[src/rtl/bp_cfg_mmio_responder_if.sv]
// ---------------------------------------------------------------------------
// bp_cfg_mmio_responder_if
//   Command/response channel between a cfg-network master (the loader) and a
//   tile-side cfg target.
//
//   Handshake rules:
//     Command  : valid->ready. The target raises io_cmd_ready only while it
//                can take a command. A command transfers on a cycle where
//                io_cmd_v && io_cmd_ready. The master holds io_cmd stable
//                while io_cmd_v is high and the command is not yet taken.
//     Response : valid->yumi. The target holds io_resp/io_resp_v stable until
//                the master pulses io_resp_yumi. io_resp_yumi may only be
//                high while io_resp_v is high.
//
//   Signals:
//     io_cmd        master->target  command message
//     io_cmd_v      master->target  command valid
//     io_cmd_ready  target->master  command accepted this cycle
//     io_resp       target->master  response message
//     io_resp_v     target->master  response valid
//     io_resp_yumi  master->target  response consumed
// ---------------------------------------------------------------------------
interface bp_cfg_mmio_responder_if
  #(parameter int msg_width_p = 112);

    logic [msg_width_p-1:0] io_cmd;
    logic                   io_cmd_v;
    logic                   io_cmd_ready;
    logic [msg_width_p-1:0] io_resp;
    logic                   io_resp_v;
    logic                   io_resp_yumi;

    modport master (
        output io_cmd, io_cmd_v, io_resp_yumi,
        input  io_cmd_ready, io_resp, io_resp_v
    );

    modport slave (
        input  io_cmd, io_cmd_v, io_resp_yumi,
        output io_cmd_ready, io_resp, io_resp_v
    );

endinterface

[src/rtl/bp_cfg_mmio_responder.sv]
// ---------------------------------------------------------------------------
// bp_cfg_mmio_responder
//   Configuration-network target for one tile. Takes one command at a time
//   from the cfg network, decodes the local address, and either updates one
//   of the tile configuration registers (reset, freeze, I$/D$ LCE mode,
//   CCE mode, boot NPC) or drives the CCE microcode RAM port. Exactly one
//   response is returned per accepted command.
//
//   Message layout (MSB..LSB):
//     { msg_type[1:0], addr[paddr_width_p-1:0], size[1:0],
//       payload[lce_id_width_p-1:0], data[dword_width_p-1:0] }
//   msg_type: 0 = read (e_cce_io_rd), 1 = write (e_cce_io_wr).
//   Address layout (LSB upward):
//     addr  [cfg_addr_width_p-1:0]  register / ucode offset
//     dev   [3:0]                   device id, cfg device = 2
//     cce   [cce_id_width_p-1:0]    target CCE id
//     nonlocal [0]                  must be 0 for this tile
//   Bits above nonlocal are ignored by decode and echoed in the response.
//
//   Ports:
//     clk_i, reset_i        clock, synchronous active-high reset
//     cce_id_i              this tile's CCE id (static)
//     io                    cmd/resp channel (slave side)
//     reset_o, freeze_o     tile reset / freeze
//     icache_mode_o,
//     dcache_mode_o         LCE modes (0 = uncached)
//     cce_mode_o            CCE mode (0 = uncached)
//     npc_o, npc_w_v_o      boot PC and its one-cycle write pulse
//     cce_ucode_*           ucode RAM port; strobes are combinational in
//                           the accept cycle, read data returns next cycle
//     err_o                 sticky error (only with BP_CFG_MMIO_ERR_EN)
//     fsm_state_o           current FSM state (0 READY, 1 UCODE_RD, 2 RESP)
//
//   Build option:
//     BP_CFG_MMIO_ERR_EN  when defined, unmapped / unknown-offset / unknown
//                         type commands answer with all-ones data and set
//                         err_o. When undefined they answer with 0 and there
//                         is no err_o port.
// ---------------------------------------------------------------------------
module bp_cfg_mmio_responder
  #(parameter int paddr_width_p         = 40,
    parameter int dword_width_p         = 64,
    parameter int lce_id_width_p        = 4,
    parameter int cfg_addr_width_p      = 16,
    parameter int cce_id_width_p        = 4,
    parameter int vaddr_width_p         = 39,
    parameter int inst_ram_addr_width_p = 8,
    parameter int cce_inst_width_p      = 48)
   (input  logic                             clk_i,
    input  logic                             reset_i,
    input  logic [cce_id_width_p-1:0]        cce_id_i,
    bp_cfg_mmio_responder_if.slave           io,
    output logic                             reset_o,
    output logic                             freeze_o,
    output logic [1:0]                       icache_mode_o,
    output logic [1:0]                       dcache_mode_o,
    output logic                             cce_mode_o,
    output logic [vaddr_width_p-1:0]         npc_o,
    output logic                             npc_w_v_o,
    output logic                             cce_ucode_v_o,
    output logic                             cce_ucode_w_o,
    output logic [inst_ram_addr_width_p-1:0] cce_ucode_addr_o,
    output logic [cce_inst_width_p-1:0]      cce_ucode_data_o,
    input  logic [cce_inst_width_p-1:0]      cce_ucode_data_i,
`ifdef BP_CFG_MMIO_ERR_EN
    output logic                             err_o,
`endif
    output logic [1:0]                       fsm_state_o);

    // ---------------------------------------------------------------------
    // Message field positions
    // ---------------------------------------------------------------------
    localparam int dev_width_lp   = 4;
    localparam int data_lsb_lp    = 0;
    localparam int payload_lsb_lp = dword_width_p;
    localparam int size_lsb_lp    = payload_lsb_lp + lce_id_width_p;
    localparam int addr_lsb_lp    = size_lsb_lp + 2;
    localparam int type_lsb_lp    = addr_lsb_lp + paddr_width_p;
    localparam int msg_width_lp   = type_lsb_lp + 2;
    localparam int hdr_width_lp   = msg_width_lp - dword_width_p;

    localparam int dev_lsb_lp      = addr_lsb_lp + cfg_addr_width_p;
    localparam int cce_lsb_lp      = dev_lsb_lp + dev_width_lp;
    localparam int nonlocal_bit_lp = cce_lsb_lp + cce_id_width_p;

    // ---------------------------------------------------------------------
    // Address map
    // ---------------------------------------------------------------------
    localparam logic [1:0] e_cce_io_rd = 2'd0;
    localparam logic [1:0] e_cce_io_wr = 2'd1;

    localparam logic [dev_width_lp-1:0] cfg_dev_gp = 4'd2;

    localparam logic [cfg_addr_width_p-1:0] bp_cfg_reg_reset_gp        = cfg_addr_width_p'('h0001);
    localparam logic [cfg_addr_width_p-1:0] bp_cfg_reg_freeze_gp       = cfg_addr_width_p'('h0002);
    localparam logic [cfg_addr_width_p-1:0] bp_cfg_reg_npc_gp          = cfg_addr_width_p'('h0010);
    localparam logic [cfg_addr_width_p-1:0] bp_cfg_reg_icache_mode_gp  = cfg_addr_width_p'('h0022);
    localparam logic [cfg_addr_width_p-1:0] bp_cfg_reg_dcache_mode_gp  = cfg_addr_width_p'('h0043);
    localparam logic [cfg_addr_width_p-1:0] bp_cfg_reg_cce_mode_gp     = cfg_addr_width_p'('h0081);
    localparam logic [cfg_addr_width_p-1:0] bp_cfg_mem_base_cce_ucode_gp = cfg_addr_width_p'('h8000);
    localparam logic [cfg_addr_width_p-1:0] ucode_last_lp =
        cfg_addr_width_p'(int'(bp_cfg_mem_base_cce_ucode_gp) + (2 ** inst_ram_addr_width_p) - 1);

    localparam logic [1:0] e_lce_mode_uncached = 2'd0;
    localparam logic       e_cce_mode_uncached = 1'b0;

`ifdef BP_CFG_MMIO_ERR_EN
    localparam logic [dword_width_p-1:0] bad_data_lp = '1;
`else
    localparam logic [dword_width_p-1:0] bad_data_lp = '0;
`endif

    // ---------------------------------------------------------------------
    // State
    // ---------------------------------------------------------------------
    typedef enum logic [1:0] {
        e_ready    = 2'd0,
        e_ucode_rd = 2'd1,
        e_resp     = 2'd2
    } state_e;

    state_e state_q, state_d;

    logic                       reset_q;
    logic                       freeze_q;
    logic [1:0]                 icache_mode_q;
    logic [1:0]                 dcache_mode_q;
    logic                       cce_mode_q;
    logic [vaddr_width_p-1:0]   npc_q;
    logic                       npc_w_v_q;
    logic [hdr_width_lp-1:0]    resp_hdr_q;
    logic [dword_width_p-1:0]   resp_data_q;
`ifdef BP_CFG_MMIO_ERR_EN
    logic                       err_q;
`endif

    // ---------------------------------------------------------------------
    // Command decode
    // ---------------------------------------------------------------------
    logic [1:0]                  cmd_type;
    logic [cfg_addr_width_p-1:0] cmd_offset;
    logic [dev_width_lp-1:0]     cmd_dev;
    logic [cce_id_width_p-1:0]   cmd_cce;
    logic                        cmd_nonlocal;

    assign cmd_type     = io.io_cmd[type_lsb_lp +: 2];
    assign cmd_offset   = io.io_cmd[addr_lsb_lp +: cfg_addr_width_p];
    assign cmd_dev      = io.io_cmd[dev_lsb_lp +: dev_width_lp];
    assign cmd_cce      = io.io_cmd[cce_lsb_lp +: cce_id_width_p];
    assign cmd_nonlocal = io.io_cmd[nonlocal_bit_lp];

    logic is_rd, is_wr, mapped, ucode_hit, reg_hit, cmd_good;
    logic cmd_ready, resp_v, accept, reg_wr;
    logic [dword_width_p-1:0] reg_rd_data;
    logic [dword_width_p-1:0] resp_data_d;

    assign is_rd     = (cmd_type == e_cce_io_rd);
    assign is_wr     = (cmd_type == e_cce_io_wr);
    assign mapped    = ~cmd_nonlocal & (cmd_cce == cce_id_i) & (cmd_dev == cfg_dev_gp);
    assign ucode_hit = (cmd_offset >= bp_cfg_mem_base_cce_ucode_gp) && (cmd_offset <= ucode_last_lp);

    // Register file read mux; reg_hit doubles as the "known offset" flag.
    always_comb begin
        reg_hit     = 1'b1;
        reg_rd_data = '0;
        case (cmd_offset)
            bp_cfg_reg_reset_gp:       reg_rd_data = dword_width_p'(reset_q);
            bp_cfg_reg_freeze_gp:      reg_rd_data = dword_width_p'(freeze_q);
            bp_cfg_reg_icache_mode_gp: reg_rd_data = dword_width_p'(icache_mode_q);
            bp_cfg_reg_dcache_mode_gp: reg_rd_data = dword_width_p'(dcache_mode_q);
            bp_cfg_reg_cce_mode_gp:    reg_rd_data = dword_width_p'(cce_mode_q);
            bp_cfg_reg_npc_gp:         reg_rd_data = dword_width_p'(npc_q);
            default:                   reg_hit     = 1'b0;
        endcase
    end

    // A command with an unknown msg_type is treated like an unknown offset:
    // no side effect, error-fill data.
    assign cmd_good = mapped & (is_rd | is_wr) & (reg_hit | ucode_hit);

    // Data captured into the response at accept. Ucode reads overwrite it
    // one cycle later with the RAM output.
    always_comb begin
        resp_data_d = '0;
        if (!cmd_good) begin
            resp_data_d = bad_data_lp;
        end else if (is_rd && reg_hit) begin
            resp_data_d = reg_rd_data;
        end
    end

    // ---------------------------------------------------------------------
    // FSM: next state and handshake outputs
    // ---------------------------------------------------------------------
    always_comb begin
        state_d   = state_q;
        cmd_ready = 1'b0;
        resp_v    = 1'b0;
        case (state_q)
            e_ready: begin
                // Held low during reset so nothing is taken while the
                // registers are being cleared.
                cmd_ready = ~reset_i;
                if (io.io_cmd_v && cmd_ready) begin
                    state_d = (cmd_good && ucode_hit && is_rd) ? e_ucode_rd : e_resp;
                end
            end
            e_ucode_rd: begin
                state_d = e_resp;
            end
            e_resp: begin
                resp_v = 1'b1;
                if (io.io_resp_yumi) begin
                    state_d = e_ready;
                end
            end
            default: begin
                state_d = e_ready;
            end
        endcase
    end

    assign accept = io.io_cmd_v & cmd_ready;
    assign reg_wr = accept & cmd_good & is_wr & reg_hit;

    // ---------------------------------------------------------------------
    // Sequential state
    // ---------------------------------------------------------------------
    always_ff @(posedge clk_i) begin
        if (reset_i) begin
            state_q       <= e_ready;
            reset_q       <= 1'b1;
            freeze_q      <= 1'b1;
            icache_mode_q <= e_lce_mode_uncached;
            dcache_mode_q <= e_lce_mode_uncached;
            cce_mode_q    <= e_cce_mode_uncached;
            npc_q         <= '0;
            npc_w_v_q     <= 1'b0;
            resp_hdr_q    <= '0;
            resp_data_q   <= '0;
`ifdef BP_CFG_MMIO_ERR_EN
            err_q         <= 1'b0;
`endif
        end else begin
            state_q   <= state_d;
            npc_w_v_q <= 1'b0;

            if (accept) begin
                // msg_type, addr, size and payload echo straight back.
                resp_hdr_q  <= io.io_cmd[msg_width_lp-1:dword_width_p];
                resp_data_q <= resp_data_d;
`ifdef BP_CFG_MMIO_ERR_EN
                if (!cmd_good) begin
                    err_q <= 1'b1;
                end
`endif
            end

            if (reg_wr) begin
                case (cmd_offset)
                    bp_cfg_reg_reset_gp:       reset_q       <= io.io_cmd[data_lsb_lp];
                    bp_cfg_reg_freeze_gp:      freeze_q      <= io.io_cmd[data_lsb_lp];
                    bp_cfg_reg_icache_mode_gp: icache_mode_q <= io.io_cmd[data_lsb_lp +: 2];
                    bp_cfg_reg_dcache_mode_gp: dcache_mode_q <= io.io_cmd[data_lsb_lp +: 2];
                    bp_cfg_reg_cce_mode_gp:    cce_mode_q    <= io.io_cmd[data_lsb_lp];
                    bp_cfg_reg_npc_gp: begin
                        npc_q     <= io.io_cmd[data_lsb_lp +: vaddr_width_p];
                        npc_w_v_q <= 1'b1;
                    end
                    default: ;
                endcase
            end

            // RAM read data is valid the cycle after the read strobe.
            if (state_q == e_ucode_rd) begin
                resp_data_q <= dword_width_p'(cce_ucode_data_i);
            end
        end
    end

    // ---------------------------------------------------------------------
    // Outputs
    // ---------------------------------------------------------------------
    assign io.io_cmd_ready = cmd_ready;
    assign io.io_resp_v    = resp_v;
    assign io.io_resp      = {resp_hdr_q, resp_data_q};

    assign reset_o       = reset_q;
    assign freeze_o      = freeze_q;
    assign icache_mode_o = icache_mode_q;
    assign dcache_mode_o = dcache_mode_q;
    assign cce_mode_o    = cce_mode_q;
    assign npc_o         = npc_q;
    assign npc_w_v_o     = npc_w_v_q;

    assign cce_ucode_v_o    = accept & cmd_good & ucode_hit;
    assign cce_ucode_w_o    = accept & cmd_good & ucode_hit & is_wr;
    assign cce_ucode_addr_o = inst_ram_addr_width_p'(cmd_offset - bp_cfg_mem_base_cce_ucode_gp);
    assign cce_ucode_data_o = io.io_cmd[data_lsb_lp +: cce_inst_width_p];

`ifdef BP_CFG_MMIO_ERR_EN
    assign err_o = err_q;
`endif

    assign fsm_state_o = state_q;

endmodule

[src/flat_wrapper.sv]
// flat-port wrapper written by rule: the top's interface ports become plain ports
module bp_cfg_mmio_responder_flat 
#(parameter int paddr_width_p         = 40,
    parameter int dword_width_p         = 64,
    parameter int lce_id_width_p        = 4,
    parameter int cfg_addr_width_p      = 16,
    parameter int cce_id_width_p        = 4,
    parameter int vaddr_width_p         = 39,
    parameter int inst_ram_addr_width_p = 8,
    parameter int cce_inst_width_p      = 48)
  (clk_i, reset_i, cce_id_i, reset_o, freeze_o, icache_mode_o, dcache_mode_o, cce_mode_o, npc_o, npc_w_v_o, cce_ucode_v_o, cce_ucode_w_o, cce_ucode_addr_o, cce_ucode_data_o, cce_ucode_data_i, fsm_state_o, io_io_cmd, io_io_cmd_v, io_io_resp_yumi, io_io_cmd_ready, io_io_resp, io_io_resp_v);
  bp_cfg_mmio_responder_if #(.msg_width_p((2 + (40) + 2 + (4) + (64)))) io_i ();
  input  logic clk_i;
  input  logic reset_i;
  input  logic [cce_id_width_p-1:0] cce_id_i;
  output logic reset_o;
  output logic freeze_o;
  output logic [1:0] icache_mode_o;
  output logic [1:0] dcache_mode_o;
  output logic cce_mode_o;
  output logic [vaddr_width_p-1:0] npc_o;
  output logic npc_w_v_o;
  output logic cce_ucode_v_o;
  output logic cce_ucode_w_o;
  output logic [inst_ram_addr_width_p-1:0] cce_ucode_addr_o;
  output logic [cce_inst_width_p-1:0] cce_ucode_data_o;
  input  logic [cce_inst_width_p-1:0] cce_ucode_data_i;
  output logic [1:0] fsm_state_o;
  input wire logic [$bits(io_i.io_cmd)-1:0] io_io_cmd;
  input wire logic [$bits(io_i.io_cmd_v)-1:0] io_io_cmd_v;
  input wire logic [$bits(io_i.io_resp_yumi)-1:0] io_io_resp_yumi;
  output wire logic [$bits(io_i.io_cmd_ready)-1:0] io_io_cmd_ready;
  output wire logic [$bits(io_i.io_resp)-1:0] io_io_resp;
  output wire logic [$bits(io_i.io_resp_v)-1:0] io_io_resp_v;
  assign io_i.io_cmd = io_io_cmd;
  assign io_i.io_cmd_v = io_io_cmd_v;
  assign io_i.io_resp_yumi = io_io_resp_yumi;
  assign io_io_cmd_ready = io_i.io_cmd_ready;
  assign io_io_resp = io_i.io_resp;
  assign io_io_resp_v = io_i.io_resp_v;
  bp_cfg_mmio_responder #(.paddr_width_p(paddr_width_p), .dword_width_p(dword_width_p), .lce_id_width_p(lce_id_width_p), .cfg_addr_width_p(cfg_addr_width_p), .cce_id_width_p(cce_id_width_p), .vaddr_width_p(vaddr_width_p), .inst_ram_addr_width_p(inst_ram_addr_width_p), .cce_inst_width_p(cce_inst_width_p)) u_core (.clk_i(clk_i), .reset_i(reset_i), .cce_id_i(cce_id_i), .io(io_i), .reset_o(reset_o), .freeze_o(freeze_o), .icache_mode_o(icache_mode_o), .dcache_mode_o(dcache_mode_o), .cce_mode_o(cce_mode_o), .npc_o(npc_o), .npc_w_v_o(npc_w_v_o), .cce_ucode_v_o(cce_ucode_v_o), .cce_ucode_w_o(cce_ucode_w_o), .cce_ucode_addr_o(cce_ucode_addr_o), .cce_ucode_data_o(cce_ucode_data_o), .cce_ucode_data_i(cce_ucode_data_i), .fsm_state_o(fsm_state_o));
endmodule
[config.mk]
export PLATFORM = sky130hd
export DESIGN_NAME = bp_cfg_mmio_responder_flat
export DESIGN_NICKNAME = d
export VERILOG_FILES = /design/src/rtl/bp_cfg_mmio_responder_if.sv /design/src/rtl/bp_cfg_mmio_responder.sv /design/src/flat_wrapper.sv
export SDC_FILE = /design/constraint.sdc
export NUM_CORES = 1
export LEC_CHECK = 0
export CAP_MARGIN = 20
export CORE_AREA = 2 2 152 154
export CTS_CLUSTER_SIZE = 16
export DETAILED_ROUTE_END_ITERATION = 10
export DIE_AREA = 0 0 154 156
export GPL_ROUTABILITY_DRIVEN = 0
export PLACE_DENSITY = 0.69
export RECOVER_POWER = 25
export SKIP_LAST_GASP = 1
export SYNTH_ARGS = -nofsm -noshare
export SYNTH_HDL_FRONTEND = slang
export SYNTH_SLANG_ARGS = --single-unit
export TNS_END_PERCENT = 20
[constraint.sdc]
create_clock -name clk_i -period 8.25 [get_ports clk_i]
set_input_delay 2.475 -clock clk_i [delete_from_list [all_inputs] [get_ports clk_i]]
set_output_delay 2.475 -clock clk_i [all_outputs]
set_load 0.05 [all_outputs]
# == Yosys cells after proc, flatten, opt, wreduce, memory -nomap -nowiden ==
# Index checks and enable logic that the tools add are counted.
# Widths: inputs -> output; s select.
# word_totals
reg_bits,161
out_inout_bits,221
# classes
addsub,1
order_cmp,2
n_eq_ne,13
muxes,13
n_bitwise,15
reduce_logical,18
# op_table
operator,n
$pmux 39 s6,1
$mux 48,2
$mux 39,2
$eq 16x1->1 const B,1
$eq 16x2->1 const B,1
$eq 16x5->1 const B,1
$eq 16x6->1 const B,1
$eq 16x7->1 const B,1
$eq 16x8->1 const B,1
$ge 16x16->1 const B,1
$le 16x16->1 const B,1
$reduce_and 2->1,7
$and 1x1->1,10
$sub 8x1->8 const B,1
$mux 2,3
$pmux 2 s3,1
$reduce_or 6->1,1
$logic_and 1x1->1,5
$eq 2x1->1 const B,2
$eq 4x2->1 const B,1
$eq 4x4->1,1
$logic_not 2->1,2
$mux 1,4
$reduce_or 2->1,2
other kinds (6),9

# == Logic depth before layout (Yosys ltp) ==
# logic_depth
word_depth,10
mapped_depth,8
depth_no_buf,5

# == Worst setup path after synthesis ==
# No wires, ideal clock.
# synth_path
path_kind,input -> output
start,input io_io_cmd[81]
end,output cce_ucode_w_o
arrival_time_ns,4.176
t_required_ns,5.775
setup_slack_ns,1.599
cell_stages,5
path_buffers,0
cell_sequence,nor4_2 -> nand2_1 -> nor3_1 -> nand3_1 -> nor2_1
# synth_via
elab_chain_cells,8
word_cells_on_any_way,16
# synth_lines
element,line,text
start: declaration,flat_wrapper.sv:29,input wire logic [$bits(io_i.io_cmd)-1:0] io_io_cmd;
branches (longest 6 deep; another with $ge 16x16->1),-,
$and 1x1->1 (*) (2 in a row),bp_cfg_mmio_responder.sv:297,assign cce_ucode_w_o = accept & cmd_good & ucode_hit & is_wr;
end: declaration,flat_wrapper.sv:24,output logic cce_ucode_w_o;
# Mark *: on every way between the ends.

# == Worst setup path in the final report ==
# layout_path
start,input io_io_cmd[78]
end,output cce_ucode_v_o
# layout_via
elab_chain_cells,7
word_cells_on_any_way,15
# layout_lines
element,line,text
branches (longest 6 deep; another with $ge 16x16->1),-,
$and 1x1->1 (*),bp_cfg_mmio_responder.sv:296,assign cce_ucode_v_o = accept & cmd_good & ucode_hit;
end: declaration,flat_wrapper.sv:23,output logic cce_ucode_v_o;
# Marks and branches as above.

==> impl_table.tex <==
\begin{tabular}{lr}
\hline
Metric & Value \\
\hline
\multicolumn{2}{l}{\textbf{Cells and area}} \\
Antenna diode count & 0 \\
Post-route non-filler standard cell count & 1316 \\
Area growth, synth to finish & 59.9\% \\
Number of nets in the finished design & 1187 \\
End-of-flow core utilization & 44.4\% \\
Layout cell share with drive strength beyond 1 & 5.14\% \\
\multicolumn{2}{l}{\textbf{Drt}} \\
Number of antenna-violating nets in the routed design & 0 \\
1st-iter DRT viols & 376 \\
Routed length per placed instance & 16.7 um \\
Post-detailed-route DRC marker count & 0 \\
Initial DRT Pass Iterations & 5 \\
Wire length reported by the detailed router & 22.0 mm \\
Detailed-route via count & 6156 \\
Average vias per placed instance & 4.68 \\
\multicolumn{2}{l}{\textbf{Timing}} \\
Final Slew Violations & 0 \\
Max-slew headroom & 36.7\% \\
Unrepaired setup endpoints after global routing & no \\
Setup TNS & 0 ps \\
Max frequency & 0.132 GHz \\
Slew of the pin with the lowest slew margin & 940 ps \\
Final setup violation count & 0 \\
Final Cycle Share & 91.5\% \\
Number of endpoints with negative hold slack in the final report & 0 \\
Final worst setup slack & 699 ps \\
Time the final worst path needs with I/O delays and setup & 7550 ps \\
Worst setup skew after layout & 9.56 ps \\
\multicolumn{2}{l}{\textbf{Synth}} \\
Area of the mapped netlist & 0.00620 mm2 \\
Number of flops mapped to enable cells by yosys & 0 \\
Mean area per synthesized cell & 8.15 um2 \\
Adder-cell share of the synthesized area & 0\% \\
Share of the synthesized area in compound gates (AO/OA/AOI/OAI) & 18.1\% \\
Fraction of synthesis flops using an asynchronous set or reset pin & 0\% \\
Number of distinct library cells after synthesis & 46 \\
Proportion of synthesized area in mux cells & 0.665\% \\
Simple-Gate Fraction of Synth Area & 21.1\% \\
Dominant combinational cell family by area after synthesis & simple AND/OR/NAND/NOR gates \\
Cells after synthesis & 761 \\
Cell type contributing the most total cell area after synthesis & sky130\_fd\_sc\_hd\_\_dfxtp\_1 \\
Leading register cell type out of synthesis & sky130\_fd\_sc\_hd\_\_dfxtp\_1 \\
Register bit count reported by yosys & 145 \\
Fraction of post-synthesis cell area in the top cell type by area & 46.8\% \\
Biggest area contributors in the synthesized netlist & sky130\_fd\_sc\_hd\_\_dfxtp\_1, sky130\_fd\_sc\_hd\_\_nand2\_1, sky130\_fd\_sc\_hd\_\_buf\_4 \\
Sequential-to-total area share from yosys stat & 46.8\% \\
Xor/xnor share of the synthesized area & 0.565\% \\
Number of synthesis warnings & 0 \\
\multicolumn{2}{l}{\textbf{Pwr}} \\
Switching power total & 0.517 mW \\
Clock share of power & 43.8\% \\
Fraction of power spent switching nets & 27.9\% \\
Int Power & 1.34 mW \\
Comb power frac & 17.1\% \\
PwrDens & 187 mW/mm2 \\
Static Leak & 3.52 nW \\
Fraction of power consumed by sequential logic & 39.2\% \\
Peak supply drop & 0.116 mV \\
\multicolumn{2}{l}{\textbf{Worst setup path}} \\
Endpoint class of the critical path & output pin \\
Reg-to-Reg End & u\_core.resp\_data\_q[2] \\
Number of cells on the worst reg-to-reg path & 7 \\
Maximum fanout along the worst path & 7 \\
Path type of the worst setup path & in -> out \\
Crit start category & input pin \\
Flop-to-flop setup slack & 5030 ps \\
Arrival @ worst endpoint & 5080 ps \\
Required time worst endpoint & 5780 ps \\
Worst reg2reg startpoint & u\_core.fsm\_state\_o[0] \\
\multicolumn{2}{l}{\textbf{Job}} \\
Number of violations of the max-capacitance limit & 0 \\
\multicolumn{2}{l}{\textbf{Place}} \\
\# placed instances & 1285 \\
I/O Buffers & 338 \\
Setup WS pre-CTS & 735 ps \\
Estimated wirelength of the detail-placed design & 15.5 mm \\
\multicolumn{2}{l}{\textbf{Floorplanning}} \\
Initial Util & 27.7\% \\
Total core area & 0.0224 mm2 \\
Site row count & 55 \\
Vertical die dimension & 156 um \\
Die span in x & 154 um \\
I/O pin total & 389 \\
Die Outline Area & 0.0240 mm2 \\
\multicolumn{2}{l}{\textbf{Clock tree}} \\
Deepest level of the CTS H-tree & 4 \\
Hold buffer count at cts & 0 \\
Count of clock tree sinks & 145 \\
Root buf cell & sky130\_fd\_sc\_hd\_\_clkbuf\_16 \\
Clock network latency to the later pin of the worst-skew pair & 420 ps \\
TritonCTS clock tree & built \\
CTS clock-pin slew for the worst setup and hold paths & 60 ps \\
CTS max path bufs & 2 \\
Post-CTS setup buffer count & 0 \\
CTS Buf Count & 17 \\
Post-cts sizing count & 0 \\
\multicolumn{2}{l}{\textbf{Global route}} \\
Gr usage total & 17.7\% \\
Number of antenna violations at the first check in global routing & 0 \\
GRT Residual Overflow & 0 \\
Maximum number of pins on one net before global-route repair & 96 \\
Via count of the first global-routing pass & 5966 \\
First-pass GRT wire length & 33.4 mm \\
\multicolumn{2}{l}{\textbf{Min path}} \\
HP Class & reg -> reg \\
Worst hold stages & 2 \\
Worst Hold Launch & u\_core.resp\_hdr\_q[39] \\
Worst Hold End & u\_core.resp\_hdr\_q[39] \\
\multicolumn{2}{l}{\textbf{Run status}} \\
Status & completed \\
\hline
\end{tabular}
worst max path at each step:
stage,startpoint,end,cells past startpoint
detailed placement,io_io_cmd[81],cce_ucode_v_o,8
CTS,io_io_cmd[81],cce_ucode_v_o,8
global route,io_io_cmd[78],cce_ucode_v_o,8
global placement,io_io_cmd[81],cce_ucode_v_o,8
finish,io_io_cmd[78],cce_ucode_v_o,8
floorplan,io_io_cmd[81],cce_ucode_w_o,5
cell type report:
type	count	area, um2
inverter	3	11.3
timing repair buffer	346	3440
fill	2205	12400
multi-input combinational	506	2590
clock inverter	11	155
tap	285	357
clock buffer	20	467
sequential	145	2900
power groups by stage:
stage	logic, mW	registers (mW)	clock network, mW
3_5_place_dp	0.321	0.743	0
6_report	0.316	0.727	0.813
3_3_place_gp	0.320	0.742	0
2_1_floorplan	0.142	0.804	0
5_1_grt	0.331	0.729	0.866
4_1_cts	0.322	0.727	0.834
through the flow:
step | total power [mW] | hold WS (ps) | area [um2]
detailed placement | 1.06 | 451 | 9320
global route | 1.93 | 467 | 9920
finish | 1.86 | 453 | 9920
global placement | 1.06 | 443 | 9320
floorplan | 0.946 | 670 | 6260
CTS | 1.88 | 459 | 9940
cell usage after synthesis (all sizes together), types with 3 or more instances:
| master | count |
|---|---|
| a21oi | 81 |
| a22oi | 49 |
| buf | 84 |
| clkbuf | 38 |
| dfxtp | 145 |
| mux2i | 3 |
| nand2 | 216 |
| nand2b | 3 |
| nand3 | 6 |
| nand4 | 9 |
| nor2 | 16 |
| nor2b | 4 |
| nor3 | 7 |
| nor4 | 9 |
| nor4b | 4 |
| o21ai | 53 |
| xnor2 | 4 |
worst max-delay path, stage by stage:
cell and delay [ps]:
sky130_fd_sc_hd__clkdlybuf4s50_1 420, sky130_fd_sc_hd__nor3_1 520, sky130_fd_sc_hd__nand2_1 100, sky130_fd_sc_hd__buf_4 200, sky130_fd_sc_hd__nor3_1 280, sky130_fd_sc_hd__nand3_1 170, sky130_fd_sc_hd__inv_1 90, sky130_fd_sc_hd__clkdlybuf4s50_1 810
layout by cell type (no fill, tap or decap), drive strengths merged, types with 2 or more instances in the layout:
master         netlist  routed
nor4                 9       9
nand2b               3       3
nor3b                2       2
nor3                 7       7
and3                 2       2
nor2                16      16
clkinv               1       7
nor2b                4       4
clkbuf              38      20
or4b                 2       2
conb                 1      16
a22oi               49      49
mux2i                3       3
xnor2                4       4
a31o                 2       2
nand3                6       6
and3b                2       2
nand4                9       9
o21ai               53      53
dfxtp              145     145
a21oi               81      81
nor4b                4       4
and2                 2       2
buf                 84      10
clkdlybuf4s50        0     296
inv                  2       3
or4                  2       2
nand2              216     216
bufinv               0       3
dlygate4sd3          0      40
o32ai                2       2
registers in the layout (all words and copies together) (netlist names):
register and count:
u_core.dcache_mode_o 2, u_core.npc_w_v_o 1, u_core.npc_o 39, u_core.cce_mode_o 1, u_core.fsm_state_o 2, u_core.resp_data_q 48
u_core.reset_o 1, u_core.freeze_o 1, u_core.icache_mode_o 2, u_core.resp_hdr_q 48
metal layers:
metal,share of wire (%),vias up,track usage (%),wire [um]
li1,-,3028,-,-
met1,43,2866,21.6,9370
met2,49,227,30.1,10800
met3,6.1,35,4.53,1330
met4,2.1,0,6.41,457
met5,0,-,0,0
logic make-up after synthesis:
family          after synthesis
simple gates                289
compound gates              193
flops                       145
buf+inv                     125
xor+xnor                      4
mux                           4
other cells                   1
Note: power is estimated with default switching activity, not from simulation.
